### src/rtl/rom_arb_pkg.sv
// Shared constants, owner-tag encoding and frame-range helper for the pixel ROM arbiter.
package rom_arb_pkg;

  localparam int COORD_W      = 8;
  localparam int PIX_W        = 3;
  localparam int WIDTH_DEF    = 160;
  localparam int HEIGHT_DEF   = 120;
  localparam int MAX_WAIT_DEF = 8;

  typedef enum logic [1:0] {
    OWN_NONE = 2'd0,
    OWN_P0   = 2'd1,
    OWN_P1   = 2'd2
  } owner_t;

  function automatic logic in_frame(input logic [COORD_W-1:0] x,
                                    input logic [COORD_W-1:0] y,
                                    input int w,
                                    input int h);
    return (int'(x) < w) && (int'(y) < h);
  endfunction

endpackage

### src/rtl/rom_arb_resp_pipe.sv
// Two-stage return path: owner tag travels alongside the ROM read, then the
// registered ROM data is steered into the owning port's output register.
module rom_arb_resp_pipe
  import rom_arb_pkg::*;
(
  input  logic             clk,
  input  logic             reset,
  input  owner_t           acc_tag,
  input  logic             acc_oor,
  input  logic [PIX_W-1:0] rom_dout,
  output logic             p0_valid,
  output logic [PIX_W-1:0] p0_data,
  output logic             p1_valid,
  output logic [PIX_W-1:0] p1_data
);

  owner_t           tag_q;
  logic             oor_q;
  logic [PIX_W-1:0] pix;

  always_ff @(posedge clk or posedge reset) begin
    if (reset) begin
      tag_q <= OWN_NONE;
      oor_q <= 1'b0;
    end else begin
      tag_q <= acc_tag;
      oor_q <= acc_oor;
    end
  end

  // Out-of-frame reads still return a strobe, but with the pixel forced to 0.
  assign pix = oor_q ? '0 : rom_dout;

  always_ff @(posedge clk or posedge reset) begin
    if (reset) begin
      p0_valid <= 1'b0;
      p1_valid <= 1'b0;
      p0_data  <= '0;
      p1_data  <= '0;
    end else begin
      p0_valid <= (tag_q == OWN_P0);
      p1_valid <= (tag_q == OWN_P1);
      if (tag_q == OWN_P0) p0_data <= pix;
      if (tag_q == OWN_P1) p1_data <= pix;
    end
  end

endmodule

### src/rtl/rom_arbiter.sv
// Two-port arbiter for a shared registered pixel ROM: p0 has fixed priority,
// responses return at a fixed latency of 2. Define ROM_ARB_STARVE_GUARD_EN to
// let p1 win after MAX_WAIT consecutive denied cycles.
module rom_arbiter
  import rom_arb_pkg::*;
#(
  parameter int WIDTH    = WIDTH_DEF,
  parameter int HEIGHT   = HEIGHT_DEF,
  parameter int MAX_WAIT = MAX_WAIT_DEF
) (
  input  logic               clk,
  input  logic               reset,
  input  logic               p0_req,
  input  logic [COORD_W-1:0] p0_x,
  input  logic [COORD_W-1:0] p0_y,
  input  logic               p1_req,
  input  logic [COORD_W-1:0] p1_x,
  input  logic [COORD_W-1:0] p1_y,
  output logic               p0_gnt,
  output logic               p1_gnt,
  output logic               p0_valid,
  output logic [PIX_W-1:0]   p0_data,
  output logic               p1_valid,
  output logic [PIX_W-1:0]   p1_data,
  output logic [COORD_W-1:0] rom_x,
  output logic [COORD_W-1:0] rom_y,
  input  logic [PIX_W-1:0]   rom_dout
);

  logic   force_p1;
  logic   p0_inr;
  logic   p1_inr;
  owner_t acc_tag;
  logic   acc_oor;

`ifdef ROM_ARB_STARVE_GUARD_EN
  localparam int CNT_W = ($clog2(MAX_WAIT + 1) < 1) ? 1 : $clog2(MAX_WAIT + 1);

  logic [CNT_W-1:0] wait_cnt;

  assign force_p1 = p1_req && (wait_cnt == CNT_W'(MAX_WAIT));

  // Counts denied p1 cycles; saturates so p1 keeps winning until it is accepted.
  always_ff @(posedge clk or posedge reset) begin
    if (reset) begin
      wait_cnt <= '0;
    end else if (!p1_req || p1_gnt) begin
      wait_cnt <= '0;
    end else if (wait_cnt != CNT_W'(MAX_WAIT)) begin
      wait_cnt <= wait_cnt + 1'b1;
    end
  end
`else
  localparam int unused_max_wait = MAX_WAIT;

  assign force_p1 = 1'b0;
`endif

  assign p0_inr = in_frame(p0_x, p0_y, WIDTH, HEIGHT);
  assign p1_inr = in_frame(p1_x, p1_y, WIDTH, HEIGHT);

  // Grants stay live during reset; the held-in-reset pipe keeps them from being accepted.
  always_comb begin
    p0_gnt  = 1'b0;
    p1_gnt  = 1'b0;
    rom_x   = '0;
    rom_y   = '0;
    acc_tag = OWN_NONE;
    acc_oor = 1'b0;
    if (p1_req && (force_p1 || !p0_req)) begin
      p1_gnt  = 1'b1;
      acc_tag = OWN_P1;
      acc_oor = !p1_inr;
      if (p1_inr) begin
        rom_x = p1_x;
        rom_y = p1_y;
      end
    end else if (p0_req) begin
      p0_gnt  = 1'b1;
      acc_tag = OWN_P0;
      acc_oor = !p0_inr;
      if (p0_inr) begin
        rom_x = p0_x;
        rom_y = p0_y;
      end
    end
  end

  rom_arb_resp_pipe u_resp_pipe (
    .clk      (clk),
    .reset    (reset),
    .acc_tag  (acc_tag),
    .acc_oor  (acc_oor),
    .rom_dout (rom_dout),
    .p0_valid (p0_valid),
    .p0_data  (p0_data),
    .p1_valid (p1_valid),
    .p1_data  (p1_data)
  );

endmodule

### config.mk
export PLATFORM = sky130hd
export DESIGN_NAME = rom_arbiter
export DESIGN_NICKNAME = d
export VERILOG_FILES = /design/src/rtl/rom_arb_pkg.sv /design/src/rtl/rom_arb_resp_pipe.sv /design/src/rtl/rom_arbiter.sv
export SDC_FILE = /design/constraint.sdc
export NUM_CORES = 1
export LEC_CHECK = 0
export ABC_CLOCK_PERIOD_IN_PS = 2140
export CAP_MARGIN = 10
export CORE_ASPECT_RATIO = 0.9
export CORE_MARGIN = 4
export CORE_UTILIZATION = 25
export CTS_CLUSTER_DIAMETER = 80
export CTS_CLUSTER_SIZE = 14
export DETAILED_ROUTE_END_ITERATION = 8
export HOLD_SLACK_MARGIN = 0.02
export PLACE_DENSITY = 0.7
export SYNTH_ARGS = -nofsm -noshare
export SYNTH_HDL_FRONTEND = slang
export SYNTH_HIERARCHICAL = 1
export SYNTH_SLANG_ARGS = --single-unit
### constraint.sdc
create_clock -name clk -period 2.14 [get_ports clk]
set_input_delay 0.428 -clock clk [delete_from_list [all_inputs] [get_ports clk]]
set_output_delay 0.428 -clock clk [all_outputs]
set_load 0.03 [all_outputs]
==> Word-level counts from Yosys, hierarchy flattened <==
Cells that the tools add are included.
{ "word_totals": {"reg_bits": 11, "input_bits": 39, "out_inout_bits": 26} }
{ "op_classes": {"magnitude_cmp": 4, "n_eq_ne": 2, "mux": 16, "reduce_logical": 6} }
{ "ops": {"columns": ["op", "n"], "rows": [
  ["8-bit two-way mux", 8],
  ["8-bit by 7-bit less-than comparator with 1-bit output, second input constant", 2],
  ["8-bit less-than comparator, second input constant", 2],
  ["1-bit two-way mux", 6],
  ["1-bit logical AND", 3],
  ["1-bit logical NOT", 3],
  ["3-bit two-way mux", 1],
  ["2-bit by 1-bit == test with 1-bit output, second input constant", 1],
  ["2-bit == test, second input constant", 1],
  ["2-bit two-way mux", 1]
]} }

==> Depth between registers and ports, before layout <==
Gate-level depths: netlist of run 1.
{ "depth": {"ltp_word": 5, "mapped_depth": 5} }

==> Cells and area by module <==
Netlist of run 1, hierarchy kept.
{ "by_module_without_submodules": {"columns": ["mod", "n_inst", "cells_each", "area_per_inst_um2"], "rows": [
  ["rom_arb_resp_pipe", 1, 23, 400.4],
  ["rom_arbiter", 1, 32, 247.7]
]} }

==> Worst setup path after synthesis of run 1 <==
No wires, ideal clock.
{ "synth_path": {"kind": "input port to output port", "start": "input p1_req", "end": "output rom_x[0]", "arrival_ps": 1772, "required_time_ps": 1712, "path_slack_ps": -60, "path_stages": 5, "path_buffers": 2, "cell_sequence": "nor2b_1 and3_1 buf_6 buf_6 a22o_1"} }
{ "synth_via": {"elab_chain_cells": 2} }
{ "synth_lines": {"columns": ["item", "line_no", "text"], "rows": [
  ["start, declared", "rom_arbiter.sv:16", "input logic p1_req,"],
  ["1-bit logical AND", "rom_arbiter.sv:70", "if (p1_req && (force_p1 || !p0_req)) begin"],
  ["8-bit two-way mux", "rom_arbiter.sv:70", null],
  ["end, declared", "rom_arbiter.sv:25", "output logic [COORD_W-1:0] rom_x,"]
]} }
Every way passes these cells.

==> Final worst setup path of run 1 <==
{ "layout_path": {"start": "input p0_y[3]", "end": "output rom_x[2]"} }
{ "layout_via": {"elab_chain_cells": 5} }
{ "layout_lines": {"columns": ["item", "line_no", "text"], "rows": [
  ["start, declared", "rom_arbiter.sv:15", "input logic [COORD_W-1:0] p0_y,"],
  ["8-bit by 7-bit less-than comparator with 1-bit output", "rom_arb_pkg.sv:20", "return (int'(x) < w) && (int'(y) < h);"],
  ["1-bit logical AND", "rom_arb_pkg.sv:20", null],
  ["8-bit two-way mux", "rom_arbiter.sv:82", "if (p0_inr) begin"],
  ["8-bit two-way mux", "rom_arbiter.sv:78", "end else if (p0_req) begin"],
  ["8-bit two-way mux", "rom_arbiter.sv:70", null]
]} }
Every way passes these cells.

==> results of run 1 <==
[where the power goes]
part / internal (uW) / switching, uW / total, uW
logic: 176 / 146 / 321
registers: 231 / 12.8 / 244
clock network: 69.1 / 69.6 / 139
total: 476 / 228 / 704
[cells in the mapped netlist]
cell type / instances / share of area (%)
a22o_1: 16 / 22
a41oi_1: 2 / 2.7
and2b_4: 1 / 1.5
and3_1: 2 / 1.9
buf_2: 1 / 0.77
buf_4: 1 / 1.2
buf_6: 3 / 5.2
clkbuf_1: 1 / 0.58
conb_1: 1 / 0.58
dfrtp_1: 11 / 42
inv_1: 1 / 0.58
mux2_2: 3 / 5.2
mux2_4: 3 / 6.9
nand2_1: 2 / 1.2
nor2b_1: 4 / 3.9
nor2b_4: 1 / 2.1
o21ai_0: 2 / 1.5
[registers in the layout (all words and copies together) (netlist names)]
name                  flops
u_resp_pipe/p0_data       3
u_resp_pipe/p1_data       3
u_resp_pipe/tag_q         2
u_resp_pipe/oor_q         1
u_resp_pipe/p0_valid      1
u_resp_pipe/p1_valid      1
[stage by stage]
step	hold slack [ps]	std cells	setup TNS (ps)
6_report	452	155	0
5_1_grt	473	155	0
4_1_cts	466	151	0
3_5_place_dp	490	146	-2140
3_3_place_gp	477	146	-2290
2_1_floorplan	280	55	0
[logic make-up after synthesis]
logic type,Yosys count,share of synthesized area (%)
AO/OA/AOI/OAI,20,25.9
flip-flops,11,42.5
AND/OR/NAND/NOR,10,10.6
buffers and inverters,7,8.30
multiplexers,6,12.2
other,1,0.579
[routing by layer]
layer | up-vias | wire length [um]
met5 | - | 0
met4 | 0 | 23
met3 | 2 | 409
met2 | 53 | 1170
met1 | 328 | 796
li1 | 351 | -
[area by class of cell]
| type | count | area share, % |
|---|---|---|
| Clock inverter | 1 | 0.336 |
| Multi-Input combinational cell | 37 | 24.1 |
| Timing Repair Buffer | 74 | 53.0 |
| Clock buffer | 3 | 1.51 |
| Sequential cell | 11 | 18.5 |
| Tap cell | 28 | 2.35 |
| Inverter | 1 | 0.252 |
[layout by cell type, fill, tap and decap left out, types with 3 or more instances in the layout]
master and n:
clkbuf_4 3, clkdlybuf4s50_1 28, dlygate4sd2_1 7, dfrtp_1 11, mux2_4 3, a22o_1 16, buf_4 13, buf_6 11
dlymetal6s2s_1 11, mux2_2 3, nor2b_1 3
[worst min-delay path by stage]
stage / start / endpoint / slack (ps) / cells after the start
5_1_grt: reset / u_resp_pipe/p1_data[1]$_DFFE_PP0N_ / 470 / 2
4_1_cts: reset / u_resp_pipe/p1_data[1]$_DFFE_PP0N_ / 470 / 2
2_1_floorplan: reset / u_resp_pipe/oor_q$_DFF_PP0_ / 280 / 1
6_report: reset / u_resp_pipe/p0_data[1]$_DFFE_PP0N_ / 450 / 2
3_3_place_gp: u_resp_pipe/tag_q[1]$_DFF_PP0_ / u_resp_pipe/p0_valid$_DFF_PP0_ / 480 / 1
3_5_place_dp: u_resp_pipe/tag_q[1]$_DFF_PP0_ / u_resp_pipe/p0_valid$_DFF_PP0_ / 490 / 1
[repair_timing]
action | in CTS | in global routing
gates resized for setup | 23 | 15
buffers inserted | 1 | 2
setup endpoints to repair | 15 | 15
gates cloned | 0 | 2
pin swaps | 4 | 9
==> impl_metrics.json, run 1 <==
{
  "post-route-util_pct": 60.4,
  "drv_slew": 0,
  "crit_arrival_ps": 1620,
  "antenna_found_initial": 0,
  "cp.buffers_inverters": 3,
  "timing.final.crit_share_pct": 95.7,
  "ios": 65,
  "fin_crit_ps": 2050,
  "slowest_delay_ps": 270,
  "cts_tree": "yes",
  "syn_avg_cell_area_um2": 11.8,
  "timing_worst_setup_path_type": "in2out",
  "final_area_um2": 1490,
  "dp_hpwl_um": 1880,
  "outcome": "finished, final reports clean",
  "met3_usage_pct": 7.13,
  "max_cap_viol_count": 0,
  "wirelength_um": 2400,
  "post_drt_wl_per_cell_um": 15.5,
  "ff2ff_setup_slack_ps": 1050,
  "synth_cell_type_count": 17,
  "vias": 734,
  "clock-sinks": 11,
  "busiest_layer": "met2",
  "worstReg2RegStart": "u_resp_pipe/tag_q[0]$_DFF_PP0_",
  "cts_buffers": 3,
  "initialDrtViolationCount": 6,
  "track_usage_pct": 13.3,
  "grt_pass1_wl_um": 3460,
  "worstSetupStartpoint": "p0_y[3]",
  "clk_path_buf_depth": 2,
  "rsz0062_at_grt": "false",
  "place_ws_ps": -157,
  "synthesis.nets": 94,
  "clkTransAtPathRegs_ps": 80,
  "placed_cell_area_um2": 1290,
  "gr-total-overflow": 0,
  "crit_cells": 6,
  "grt_max_degree": 16,
  "layout.area.seq_um2": 275,
  "power_density_nw_per_um2": 472,
  "use_met1_pct": 12.8,
  "die_y_um": 56.3,
  "design.die.area_um2": 3470,
  "ir_worst_vdd_mv": 0.296,
  "hold_viol": 0,
  "fin_nets": 167,
  "start_util_pct": 26.3,
  "cts_hold_buf": 0,
  "core_um2": 2470,
  "yosysWarnings": 6,
  "critical_path.startpoint_type": "input port",
  "antenna_left": 0,
  "rows": 17,
  "power_leakage_uw": 0.000765,
  "cts_max_level": 1,
  "via_per_inst": 4.74,
  "drive_gt1_share_pct": 37.0,
  "cp_max_fo": 7,
  "fillerInstances": 209,
  "place_congestion": 0.737,
  "setup_viol": 0,
  "die_w_um": 61.7,
  "portBuffers": 63,
  "crit_end": "rom_x[2]",
  "firstDrtPassIters": 2,
  "r2r_cells": 2,
  "synthCells": 55,
  "drc": 0,
  "worstReg2RegEnd": "u_resp_pipe/p1_data[2]$_DFFE_PP0N_",
  "crit_path_top_delay_cell": "dlygate4sd2_1",
  "clockRootBuffer": "clkbuf_4",
  "netlist_area_um2": 648,
  "areaGrowthSynthToFinish_pct": 130,
  "cp_top_family": "buffers and inverters",
  "min_path_type": "in2async",
  "seq_area_frac_synth_pct": 42.5,
  "grt_pass1_vias": 807,
  "fin_total_pwr_uw": 704,
  "synth-seq-cells": 11,
  "clkLatencyLatePin_ps": 270,
  "met2_usage_pct": 23.0,
  "fmax_mhz": 488,
  "worstPathCellList": "dlygate4sd2_1 > a41oi_2 > and3_4 > clkbuf_16 > a22o_1 > buf_6",
  "fin_skew_ps": 7.32,
  "antenna_cells": 0,
  "cp.required_ps": 1710,
  "multi_input_area_um2": 359,
  "end_kind": "output pin",
  "fin_ws_ps": 92.6
}
No activity file was read; power rests on OpenSTA's default activity.
==> run 2, diff against run 1 <==
--- a/config.mk
+++ b/config.mk
@@ -13,6 +13,7 @@
 export CTS_CLUSTER_DIAMETER = 80
 export CTS_CLUSTER_SIZE = 14
 export DETAILED_ROUTE_END_ITERATION = 8
+export GPL_ROUTABILITY_DRIVEN = 0
 export HOLD_SLACK_MARGIN = 0.02
 export PLACE_DENSITY = 0.7
 export SYNTH_ARGS = -nofsm -noshare
==> results of run 2 <==
The final DEF is identical to that of run 1; final timing and power are the same.
==> run 3, diff against run 2 <==
--- a/config.mk
+++ b/config.mk
@@ -8,7 +8,7 @@
 export ABC_CLOCK_PERIOD_IN_PS = 2140
 export CAP_MARGIN = 10
 export CORE_ASPECT_RATIO = 0.9
-export CORE_MARGIN = 4
+export CORE_MARGIN = 2
 export CORE_UTILIZATION = 25
 export CTS_CLUSTER_DIAMETER = 80
 export CTS_CLUSTER_SIZE = 14
==> impl_metrics.json, run 3 (synthesized netlist as in run 1, its figures left out) <==
{
  "die_y_um": 52.3,
  "die_w_um": 57.7,
  "end_kind": "output pin",
  "cp_max_fo": 7,
  "placed_cell_area_um2": 1310,
  "antenna_left": 0,
  "cts_tree": "yes",
  "clock_power_share_pct": 18.8,
  "fin_cells": 156,
  "clkTransAtPathRegs_ps": 60,
  "cp.required_ps": 1710,
  "crit_end": "rom_x[1]",
  "track_usage_pct": 14.1,
  "fmax_mhz": 475,
  "slowest_delay_ps": 500,
  "fin_skew_ps": 2.23,
  "swShare_pct": 31.3,
  "clock-sinks": 11,
  "hold_viol": 0,
  "r2r_cells": 2,
  "final_common_cell": "clkdlybuf4s50_1",
  "crit_arrival_ps": 1680,
  "p_seq_share_pct": 35.0,
  "post_drt_wl_per_cell_um": 14.6,
  "areaGrowthSynthToFinish_pct": 130,
  "portBuffers": 63,
  "cts_buffers": 3,
  "via_per_inst": 4.83,
  "wirelength_um": 2270,
  "start_util_pct": 26.3,
  "p_int_uw": 480,
  "drive_gt1_share_pct": 36.7,
  "power_leakage_uw": 0.000757,
  "drv_slew": 0,
  "cts_max_level": 1,
  "ios": 65,
  "gr-total-overflow": 0,
  "antenna_found_initial": 0,
  "power_frac_comb_pct": 46.2,
  "fin_nets": 168,
  "min_path_type": "in2async",
  "ir_worst_vdd_mv": 0.345,
  "whs_ps": 463,
  "final_cell_mix": "clkdlybuf4s50_1 (29), a22o_1 (16), buf_4 (15)",
  "placedCellCount": 148,
  "power_density_nw_per_um2": 468,
  "max_cap_viol_count": 0,
  "setup_viol": 0,
  "fin_crit_ps": 2110,
  "crit_path_top_delay_cell": "clkdlybuf4s50_1",
  "worstReg2RegStart": "u_resp_pipe/tag_q[0]$_DFF_PP0_",
  "grt_max_degree": 16,
  "antenna_cells": 0,
  "cts_hold_buf": 0,
  "rows": 17,
  "fin_ws_ps": 34.4,
  "clk_path_buf_depth": 2,
  "design.die.area_um2": 3020,
  "ff2ff_setup_slack_ps": 1060,
  "place_ws_ps": -143,
  "final_area_um2": 1490,
  "clkLatencyLatePin_ps": 250,
  "critical_path.startpoint_type": "input port",
  "firstDrtPassIters": 2,
  "initialDrtViolationCount": 2,
  "worstSetupStartpoint": "p0_x[7]",
  "vias": 754,
  "clockRootBuffer": "clkbuf_4",
  "grt_pass1_wl_um": 3270,
  "timing_worst_setup_path_type": "in2out",
  "rsz0062_at_grt": "false",
  "worstReg2RegEnd": "u_resp_pipe/p1_data[1]$_DFFE_PP0N_",
  "drc": 0,
  "timing.final.crit_share_pct": 98.4,
  "p_switching_uw": 219,
  "outcome": "finished, final reports clean",
  "core_um2": 2470,
  "worstPathCellList": "clkdlybuf4s50_1 > o21ai_2 > and3_4 > clkbuf_16 > a22o_1 > buf_4",
  "largestRegisters": "u_resp_pipe/p0_data (3), u_resp_pipe/p1_data (3), u_resp_pipe/tag_q (2)",
  "grt_pass1_vias": 785
}
run 3: cell type report:
cell class | instances | area (um^2)
flip-flops and latches | 11 | 275
clock buffers | 4 | 26.3
repair buffers | 75 | 792
well taps | 28 | 35.0
multi-input cells | 37 | 359
inverters | 1 | 3.75
fillers | 197 | 976
run 3: routing by layer:
metal / up-vias / part of all wire (%) / track usage, % / wire length, um
li1: 353 / - / - / -
met1: 345 / 35 / 14.5 / 797
met2: 52 / 53 / 28.2 / 1210
met3: 4 / 11 / 3.70 / 245
met4: 0 / 0.84 / 3.49 / 19
met5: - / 0 / 0 / 0
run 3: how the worst min path moves through the flow:
stage | slack (ps) | cells after the start | endpoint | start
6_report | 460 | 2 | u_resp_pipe/p1_data[1]$_DFFE_PP0N_ | reset
5_1_grt | 500 | 2 | u_resp_pipe/p0_data[1]$_DFFE_PP0N_ | reset
4_1_cts | 480 | 2 | u_resp_pipe/p1_data[1]$_DFFE_PP0N_ | reset
3_5_place_dp | 480 | 1 | u_resp_pipe/p0_valid$_DFF_PP0_ | u_resp_pipe/tag_q[1]$_DFF_PP0_
3_3_place_gp | 480 | 1 | u_resp_pipe/p0_valid$_DFF_PP0_ | u_resp_pipe/tag_q[1]$_DFF_PP0_
2_1_floorplan | 280 | 1 | u_resp_pipe/oor_q$_DFF_PP0_ | reset
run 3: power groups by stage:
stage	clock (uW)	combinational, uW	sequential (uW)
after CTS	140	309	245
after global placement	0	299	248
after detailed placement	0	304	249
final	131	323	244
after floorplan	0	104	287
after global routing	151	339	248
run 3: repair_timing:
item	in CTS	in global routing
cloned	0	2
pin swaps	5	7
setup endpoints to repair	15	15
resized for setup	17	19
setup buffers	1	1
run 3: metrics by stage:
step / utilization [%] / total power [uW] / setup TNS (ps)
after floorplan: - / 391 / 0
after global placement: 53.0 / 546 / -2260
after detailed placement: 53.0 / 553 / -2010
after CTS: 55.7 / 695 / 0
after global routing: 60.4 / 738 / 0
final: 60.4 / 698 / 0
run 3: critical path, delay by kind of cell:
family | cells | cell delay, ps
AND/OR/NAND/NOR | 1 | 190
AO/OA/AOI/OAI | 2 | 240
buffers and inverters | 3 | 810
